<file path="config.mk">
export PLATFORM = sky130hd
export DESIGN_NAME = fetch_stage_flat
export DESIGN_NICKNAME = d
export VERILOG_FILES = /design/src/rtl/fetch_stage_if.sv /design/src/rtl/fetch_stage.sv /design/src/flat_wrapper.sv
export SDC_FILE = /design/constraint.sdc
export NUM_CORES = 1
export LEC_CHECK = 0
export CAP_MARGIN = 20
export CORE_MARGIN = 2
export CORE_UTILIZATION = 50
export CTS_CLUSTER_SIZE = 30
export DETAILED_ROUTE_END_ITERATION = 10
export DONT_BUFFER_PORTS = 1
export PLACE_DENSITY = 0.75
export SYNTH_ARGS = -nofsm -noshare
export SYNTH_HDL_FRONTEND = slang
export SYNTH_SLANG_ARGS = --single-unit
</file>
<file path="constraint.sdc">
create_clock -name clk -period 4.06 [get_ports clk]
set_clock_uncertainty 0.15 [all_clocks]
set_input_delay 0.812 -clock clk [delete_from_list [all_inputs] [get_ports clk]]
set_output_delay 0.812 -clock clk [all_outputs]
set_load 0.01 [all_outputs]
</file>
<file path="src/rtl/fetch_stage_if.sv">
// Fetch-stage bus: hazard/redirect controls in, instruction memory port, and
// the IF/ID register contents handed to decode.
interface fetch_stage_if;
  logic        stall;
  logic        flush;
  logic [15:0] branch_target;
  logic        halt_in;
  logic [15:0] imem_addr;
  logic        imem_rd_en;
  logic [15:0] imem_data;
  logic [15:0] inst;
  logic [15:0] pc_out;
  logic [15:0] pc_plus1;
  logic        inst_valid;
  logic        halted;
  logic [31:0] fetch_cnt;
  logic [15:0] flush_cnt;

  modport master (
    input  stall, flush, branch_target, halt_in, imem_data,
    output imem_addr, imem_rd_en, inst, pc_out, pc_plus1, inst_valid,
           halted, fetch_cnt, flush_cnt
  );

  modport slave (
    output stall, flush, branch_target, halt_in, imem_data,
    input  imem_addr, imem_rd_en, inst, pc_out, pc_plus1, inst_valid,
           halted, fetch_cnt, flush_cnt
  );
endinterface

</file>
<file path="src/rtl/fetch_stage.sv">
// Instruction fetch stage: PC, IF/ID register and RUN/HALTED control.
// Optional performance counters are built when FETCH_PERF_CNT_EN is defined.
module fetch_stage #(
  parameter logic [15:0] RESET_PC = 16'h0000,
  parameter logic [15:0] NOP_INST = 16'h0000
) (
  input  logic          clk,
  input  logic          rst_n,
  fetch_stage_if.master bus
);

  typedef enum logic {RUN, HALTED} state_t;

  state_t      state_q, state_d;
  logic [15:0] pc_q, pc_d;
  logic [15:0] inst_q, inst_d;
  logic [15:0] pc_out_q, pc_out_d;
  logic [15:0] pc_plus1_q, pc_plus1_d;
  logic        inst_valid_q, inst_valid_d;
  logic        fetch_inc;
  logic        flush_inc;
  logic [15:0] pc_inc;

  assign pc_inc = pc_q + 16'd1;

  // Priority: flush (older branch) > HALT in RUN > stall > normal advance.
  always_comb begin
    state_d      = state_q;
    pc_d         = pc_q;
    inst_d       = inst_q;
    pc_out_d     = pc_out_q;
    pc_plus1_d   = pc_plus1_q;
    inst_valid_d = inst_valid_q;
    fetch_inc    = 1'b0;
    flush_inc    = 1'b0;

    if (bus.flush) begin
      state_d      = RUN;
      pc_d         = bus.branch_target;
      inst_d       = NOP_INST;
      inst_valid_d = 1'b0;
      flush_inc    = 1'b1;
    end else if (state_q == RUN) begin
      if (bus.halt_in && inst_valid_q) begin
        state_d      = HALTED;
        inst_d       = NOP_INST;
        inst_valid_d = 1'b0;
      end else if (!bus.stall) begin
        pc_d         = pc_inc;
        inst_d       = bus.imem_data;
        pc_out_d     = pc_q;
        pc_plus1_d   = pc_inc;
        inst_valid_d = 1'b1;
        fetch_inc    = 1'b1;
      end
    end
  end

  always_ff @(posedge clk) begin
    if (!rst_n) begin
      state_q      <= RUN;
      pc_q         <= RESET_PC;
      inst_q       <= NOP_INST;
      pc_out_q     <= RESET_PC;
      pc_plus1_q   <= RESET_PC + 16'd1;
      inst_valid_q <= 1'b0;
    end else begin
      state_q      <= state_d;
      pc_q         <= pc_d;
      inst_q       <= inst_d;
      pc_out_q     <= pc_out_d;
      pc_plus1_q   <= pc_plus1_d;
      inst_valid_q <= inst_valid_d;
    end
  end

`ifdef FETCH_PERF_CNT_EN
  logic [31:0] fetch_cnt_q, fetch_cnt_d;
  logic [15:0] flush_cnt_q, flush_cnt_d;

  // Saturating counters: hold at all-ones instead of wrapping.
  always_comb begin
    fetch_cnt_d = fetch_cnt_q;
    flush_cnt_d = flush_cnt_q;
    if (fetch_inc && (fetch_cnt_q != '1)) fetch_cnt_d = fetch_cnt_q + 32'd1;
    if (flush_inc && (flush_cnt_q != '1)) flush_cnt_d = flush_cnt_q + 16'd1;
  end

  always_ff @(posedge clk) begin
    if (!rst_n) begin
      fetch_cnt_q <= '0;
      flush_cnt_q <= '0;
    end else begin
      fetch_cnt_q <= fetch_cnt_d;
      flush_cnt_q <= flush_cnt_d;
    end
  end

  assign bus.fetch_cnt = fetch_cnt_q;
  assign bus.flush_cnt = flush_cnt_q;
`else
  logic unused_inc;
  assign unused_inc    = fetch_inc ^ flush_inc;
  assign bus.fetch_cnt = '0;
  assign bus.flush_cnt = '0;
`endif

  assign bus.imem_addr  = pc_q;
  assign bus.imem_rd_en = ((state_q == RUN) && !bus.stall) || bus.flush;
  assign bus.inst       = inst_q;
  assign bus.pc_out     = pc_out_q;
  assign bus.pc_plus1   = pc_plus1_q;
  assign bus.inst_valid = inst_valid_q;
  assign bus.halted     = (state_q == HALTED);

endmodule

</file>
<file path="src/flat_wrapper.sv">
// flat-port wrapper written by rule: the top's interface ports become plain ports
module fetch_stage_flat 
#(
  parameter logic [15:0] RESET_PC = 16'h0000,
  parameter logic [15:0] NOP_INST = 16'h0000
)
  (clk, rst_n, bus_stall, bus_flush, bus_branch_target, bus_halt_in, bus_imem_data, bus_imem_addr, bus_imem_rd_en, bus_inst, bus_pc_out, bus_pc_plus1, bus_inst_valid, bus_halted, bus_fetch_cnt, bus_flush_cnt);
  fetch_stage_if bus_i ();
  input  logic clk;
  input  logic rst_n;
  input wire logic [$bits(bus_i.stall)-1:0] bus_stall;
  input wire logic [$bits(bus_i.flush)-1:0] bus_flush;
  input wire logic [$bits(bus_i.branch_target)-1:0] bus_branch_target;
  input wire logic [$bits(bus_i.halt_in)-1:0] bus_halt_in;
  input wire logic [$bits(bus_i.imem_data)-1:0] bus_imem_data;
  output wire logic [$bits(bus_i.imem_addr)-1:0] bus_imem_addr;
  output wire logic [$bits(bus_i.imem_rd_en)-1:0] bus_imem_rd_en;
  output wire logic [$bits(bus_i.inst)-1:0] bus_inst;
  output wire logic [$bits(bus_i.pc_out)-1:0] bus_pc_out;
  output wire logic [$bits(bus_i.pc_plus1)-1:0] bus_pc_plus1;
  output wire logic [$bits(bus_i.inst_valid)-1:0] bus_inst_valid;
  output wire logic [$bits(bus_i.halted)-1:0] bus_halted;
  output wire logic [$bits(bus_i.fetch_cnt)-1:0] bus_fetch_cnt;
  output wire logic [$bits(bus_i.flush_cnt)-1:0] bus_flush_cnt;
  assign bus_i.stall = bus_stall;
  assign bus_i.flush = bus_flush;
  assign bus_i.branch_target = bus_branch_target;
  assign bus_i.halt_in = bus_halt_in;
  assign bus_i.imem_data = bus_imem_data;
  assign bus_imem_addr = bus_i.imem_addr;
  assign bus_imem_rd_en = bus_i.imem_rd_en;
  assign bus_inst = bus_i.inst;
  assign bus_pc_out = bus_i.pc_out;
  assign bus_pc_plus1 = bus_i.pc_plus1;
  assign bus_inst_valid = bus_i.inst_valid;
  assign bus_halted = bus_i.halted;
  assign bus_fetch_cnt = bus_i.fetch_cnt;
  assign bus_flush_cnt = bus_i.flush_cnt;
  fetch_stage #(.RESET_PC(RESET_PC), .NOP_INST(NOP_INST)) u_core (.clk(clk), .rst_n(rst_n), .bus(bus_i));
endmodule
</file>
==> results_dict.tcl, run 1 <==
set metrics [dict create \
    status "complete, no violations" \
    yosysMostFrequentCell "dfxtp_1" \
    critPathSlowestCell "clkinv_1" \
    place_hpwl_mm 5.18 \
    core-area_sq_um 6310 \
    routed-via-count 2528 \
    drive_above_1_share 0.0728 \
    crit_path_end_kind "primary output" \
    die_x_um 84.7 \
    cap_violations 0 \
    setup_viol 0 \
    clockRootBuffer "clkbuf_8" \
    tns_ns 0 \
    cts_sinks 66 \
    drt-pass1-iter-count 4 \
    fillerInstances 633 \
    worst-r2r-setup-slack_ns 2.01 \
    hp-class "reg2reg" \
    cp_data_arrival_time_ns 1.80 \
    hold_path_depth 2 \
    pin_count 152 \
    antenna_found_initial 0 \
    antenna_cells 0 \
    wire_per_inst_um 16.5 \
    finalNonFillerCells 448 \
    path_class "in2out" \
    dpl_cell_area_sq_um 3000 \
    rsz0062_at_grt "no" \
    required_ns 3.10 \
    clkTransAtPathRegs_ns 0.07 \
    viasPerCell 5.64 \
    io_buffers 0 \
    ys_top_cells_by_count "dfxtp_1, buf_4, nand2_1, a21oi_1, nor2_1" \
    critPathTopFamily "buffers and inverters" \
    cts-resized-gates 0 \
    syn_area_per_cell_sq_um 8.48 \
    pre_cts_ws_ns 1.31 \
    worst_slew_pin_slew_ns 0.702 \
    grt_start_max_net_pins 42 \
    start_util 0.516 \
    yosys-top-cells-area "dfxtp_1, buf_4, a21oi_1, nand2_1, a22oi_1" \
    synth_cell_types 49 \
    worst_path_largest_cell_delay_ns 0.53 \
    p_leak_nw 1.19 \
    power.density_nw_per_um2 441 \
    postRouteAntennaNets 0 \
    slew_viol_final 0 \
    die_h_um 84.7 \
    ys_ff_latch 66 \
    setup_slack_ns 1.30 \
    drtIter0Drc 299 \
    crit_chain "clkinv_1 -> o21ai_0" \
    grt_pass1_wl_mm 11.6 \
    start_kind "primary input" \
    finalHoldViolCount 0 \
    netlist_area_sq_um 3260 \
    path_max_fanout 26 \
    multi_input_area_sq_um 1560 \
    max-vdd-ir-drop_mv 0.231 \
    drc 0 \
    synthArstFlopShare 0 \
    clockBufferDepth 2 \
    place_congestion 0.791 \
    ctsHtreeMaxLevel 3 \
    ys_seq_area_frac 0.406 \
    synthFlopType "dfxtp_1" \
    routed_wl_mm 7.38 \
    ctsHoldBuffers 0 \
    grtUsageTotal 0.206 \
    p_total_mw 1.41 \
    grt_overflow 0 \
    tritoncts "yes" \
    yosysTopAreaCell "dfxtp_1" \
    synth_edf_count 0 \
    grt_pass1_vias 2210 \
    timing.final.crit_share 0.679 \
    relSlewSlack 0.529 \
    dp_cells 432 \
    period_minus_slack_ns 2.76 \
    ys_warn_count 0 \
    synth_top_area_frac 0.406 \
    layout-area-overhead-vs-synth_pct -1.88 \
    cts_setup_buffers 0 \
    reg2reg_depth 5 \
    fp.dieArea_sq_um 7170 \
    core.rowCount 29 \
    path_buf_inv 1 \
    cp_num_cells 2 \
    syn_inst 384 \
    stdcell_area_sq_um 3190 \
    nets 404 \
    max_freq_mhz 363 \
    regArea_sq_um 1320 \
    cts_made_buffers 9 \
    clk_latency_ns 0.35 \
]
cell usage in the layout (no fill, tap or decap), types with 2 or more instances in the layout:
cell type | Yosys | routed
a211oi_1 | 5 | 5
a21oi_1 | 36 | 36
a22oi_1 | 16 | 16
a311oi_1 | 3 | 3
and2_1 | 2 | 2
and4_1 | 3 | 3
and4_2 | 2 | 2
buf_4 | 49 | 2
clkbuf_8 | 3 | 9
clkinv_2 | 0 | 2
clkinvlp_4 | 0 | 4
conb_1 | 1 | 48
dfxtp_1 | 66 | 66
inv_1 | 2 | 2
nand2_1 | 47 | 47
nand3_1 | 12 | 12
nand4_1 | 7 | 7
nor2_1 | 31 | 30
nor3_1 | 2 | 2
o21ai_0 | 22 | 22
or4_1 | 2 | 2
xnor2_1 | 11 | 11
xor2_1 | 12 | 12
power breakdown:
part	switching [mW]	internal, mW	leakage [nW]	total, mW
clock network	0.260	0.281	0.0873	0.541
logic	0.0817	0.0413	0.558	0.123
registers	0.0626	0.681	0.541	0.744
total	0.404	1.00	1.19	1.41
worst min-delay path, delay by kind of cell, from the launching register on:
family          cells  cell delay [ns]
compound gates      1             0.05
flops               1             0.35
simple gates        1             0.07
cell families (layout without fill, tap and decap cells):
| kind of cell | count (synthesis) | count (layout) | synth area share |
|---|---|---|---|
| adder cells (fa/ha/maj) | 1 | 1 | 0.00384 |
| multiplexers | 1 | 1 | 0.00307 |
| buffers and inverters | 81 | 21 | 0.171 |
| flip-flops | 66 | 66 | 0.406 |
| other | 1 | 48 | 0.00115 |
| XOR/XNOR | 23 | 23 | 0.0619 |
| AO/OA/AOI/OAI | 94 | 94 | 0.183 |
| AND/OR/NAND/NOR | 117 | 117 | 0.171 |
metrics by stage:
step	utilization	hold slack (ns)
floorplan	-	0.331
global placement	0.475	0.351
finish	0.506	0.360
global route	0.506	0.387
detailed placement	0.475	0.353
CTS	0.506	0.363
final cells by class:
class,instances,area share
tap,77,0.0302
clock buffer,9,0.0388
sequential,66,0.414
multi-input combinational,284,0.487
timing repair buffer,2,0.00470
inverter,3,0.00353
clock inverter,7,0.0219
state kept, by name, summed over array words and instances, names as in the netlist:
signal	count
u_core.bus.pc_plus1	16
u_core.bus.halted	1
u_core.bus.imem_addr	16
u_core.bus.inst	16
u_core.bus.inst_valid	1
u_core.bus.pc_out	16
path summary, 6_finish.rpt:
kind | from | endpoint
setup / recovery | bus_flush | bus_imem_rd_en
hold / removal | u_core.bus.pc_out[0]$_SDFFE_PN0P_ | u_core.bus.pc_out[0]$_SDFFE_PN0P_
setup reg to reg | u_core.bus.imem_addr[0]$_SDFFE_PN0P_ | u_core.bus.imem_addr[14]$_SDFFE_PN0P_
hold reg to reg | u_core.bus.pc_out[0]$_SDFFE_PN0P_ | u_core.bus.pc_out[0]$_SDFFE_PN0P_
routing by layer:
| metal | vias up | global-route usage | part of all wire |
|---|---|---|---|
| met3 | 19 | 0.0983 | 0.12 |
| met1 | 1165 | 0.260 | 0.40 |
| met2 | 144 | 0.303 | 0.45 |
| li1 | 1200 | - | - |
| met4 | 0 | 0.0837 | 0.020 |
| met5 | - | 0 | 0 |
No activity file was read; power rests on OpenSTA's default activity.
==> run 2, diff against run 1 <==
Settings changed: PLACE_DENSITY 0.75 to 0.78.
Clock period 4.06 ns to 2.35 ns, I/O delays scaled along.
==> run 2 against run 1 <==
Effect of this change:
- combinational power rose by 120%
- sequential share of layout area fell by 1.8 points
- worst hold slack got worse by 0.27 ns
- wire length rose by 3.7%
- critical path depth rose by 2
- setup slack got worse by 0.87 ns
- design area rose by 4.6%
- critical path type is now reg2reg
- sequential power rose by 68%
- count of clock-buffer cells in the layout rose by 6
==> results_dict.tcl, run 2 (synthesis results as in run 1) <==
set metrics [dict create \
    status "complete, no violations" \
    final_cell_mix "dfxtp_1, conb_1, nand2_1, a21oi_1, nor2_1" \
    layout-area-overhead-vs-synth_pct 2.65 \
    fillerInstances 606 \
    viasPerCell 5.49 \
    cts_made_buffers 9 \
    slew_viol_final 0 \
    routed-via-count 2541 \
    grt_overflow 0 \
    regArea_sq_um 1320 \
    nets 419 \
    grt_pass1_vias 2286 \
    grtUsageTotal 0.214 \
    start_kind "flip-flop" \
    p_leak_nw 1.29 \
    tritoncts "yes" \
    worst_path_largest_cell_delay_ns 0.54 \
    drive_above_1_share 0.104 \
    path_buf_inv 0 \
    wire_per_inst_um 16.5 \
    ctsHtreeMaxLevel 3 \
    crit_path_end_kind "flip-flop" \
    io_buffers 0 \
    finalHoldViolCount 0 \
    cts-resized-gates 0 \
    clk_latency_ns 0.33 \
    multi_input_area_sq_um 1560 \
    cts_sinks 66 \
    drtIter0Drc 284 \
    path_max_fanout 6 \
    timing.final.crit_share 0.818 \
    cp_data_arrival_time_ns 2.05 \
    core.rowCount 29 \
    tns_ns 0 \
    cts_setup_buffers 0 \
    grt_pass1_wl_mm 12.1 \
    routed_wl_mm 7.65 \
    ctsHoldBuffers 0 \
    path_class "reg2reg" \
    clockRootBuffer "clkbuf_8" \
    layout_commonest_cell "dfxtp_1" \
    place_hpwl_mm 5.48 \
    postRouteAntennaNets 0 \
    clockBufferDepth 2 \
    antenna_cells 0 \
    die_x_um 84.7 \
    hp-class "in2reg" \
    finalNonFillerCells 463 \
    antenna_found_initial 0 \
    drt-pass1-iter-count 4 \
    max-vdd-ir-drop_mv 0.420 \
    pin_count 152 \
    power.density_nw_per_um2 762 \
    rsz0062_at_grt "no" \
    clkTransAtPathRegs_ns 0.07 \
    place_congestion 0.852 \
    fp.dieArea_sq_um 7170 \
    critPathSlowestCell "or4_1" \
    cap_violations 0 \
    period_minus_slack_ns 1.92 \
    worst_slew_pin_slew_ns 0.692 \
    relSlewSlack 0.538 \
    setup_viol 0 \
    crit_chain "nand4_2 -> or4_1 -> o41a_1 -> nand2_1" \
    drc 0 \
    core-area_sq_um 6310 \
    max_freq_mhz 520 \
    required_ns 2.48 \
    start_util 0.516 \
    critPathTopFamily "simple AND/OR/NAND/NOR gates" \
    die_h_um 84.7 \
    grt_start_max_net_pins 39 \
    dp_cells 447 \
]
[run 2: worst reg2reg max path: stages (launching register included)]
cell	delay [ns]
dfxtp_1	0.53
nand4_2	0.23
or4_1	0.54
o41a_1	0.34
nand2_1	0.07
[run 2: layer usage]
| metal | wire length, um | up-vias | GRT usage | part of all wire |
|---|---|---|---|---|
| met4 | 114 | 0 | 0.0866 | 0.015 |
| met3 | 966 | 11 | 0.0944 | 0.13 |
| met2 | 3600 | 143 | 0.329 | 0.47 |
| met5 | 0 | - | 0 | 0 |
| li1 | - | 1224 | - | - |
| met1 | 2970 | 1163 | 0.263 | 0.39 |
[run 2: layout make-up]
type / count / area share
clock buffer: 15 / 0.0558
timing repair buffer: 17 / 0.0419
tap: 77 / 0.0288
multi-input combinational: 284 / 0.466
clock inverter: 1 / 0.00899
inverter: 3 / 0.00337
sequential: 66 / 0.395
[run 2: per-stage QoR]
step	worst slack, ns	cell area, sq um	total power [mW]	hold WS (ns)	utilization
floorplan	0.409	3430	1.55	0.331	-
CTS	0.445	3340	2.56	0.0731	0.529
global placement	0.519	3130	1.54	0.347	0.495
finish	0.428	3340	2.55	0.0928	0.529
detailed placement	0.449	3130	1.55	0.355	0.495
global route	0.332	3340	2.66	0.0955	0.529
[run 2: report_power, final]
group | switching, mW | internal [mW]
sequential | 0.0759 | 1.18
clock | 0.410 | 0.608
combinational | 0.181 | 0.0942
[run 2: worst paths after layout]
check | startpoint | end | slack (ns) | depth (start not counted)
max | u_core.bus.imem_addr[8]$_SDFFE_PN0P_ | u_core.bus.pc_plus1[15]$_SDFFE_PN0P_ | 0.43 | 4
min | rst_n | u_core.bus.pc_plus1[0]$_SDFFE_PN1P_ | 0.09 | 1
max reg2reg | u_core.bus.imem_addr[8]$_SDFFE_PN0P_ | u_core.bus.pc_plus1[15]$_SDFFE_PN0P_ | 0.43 | 4
min reg2reg | u_core.bus.pc_out[4]$_SDFFE_PN0P_ | u_core.bus.pc_out[4]$_SDFFE_PN0P_ | 0.36 | 2
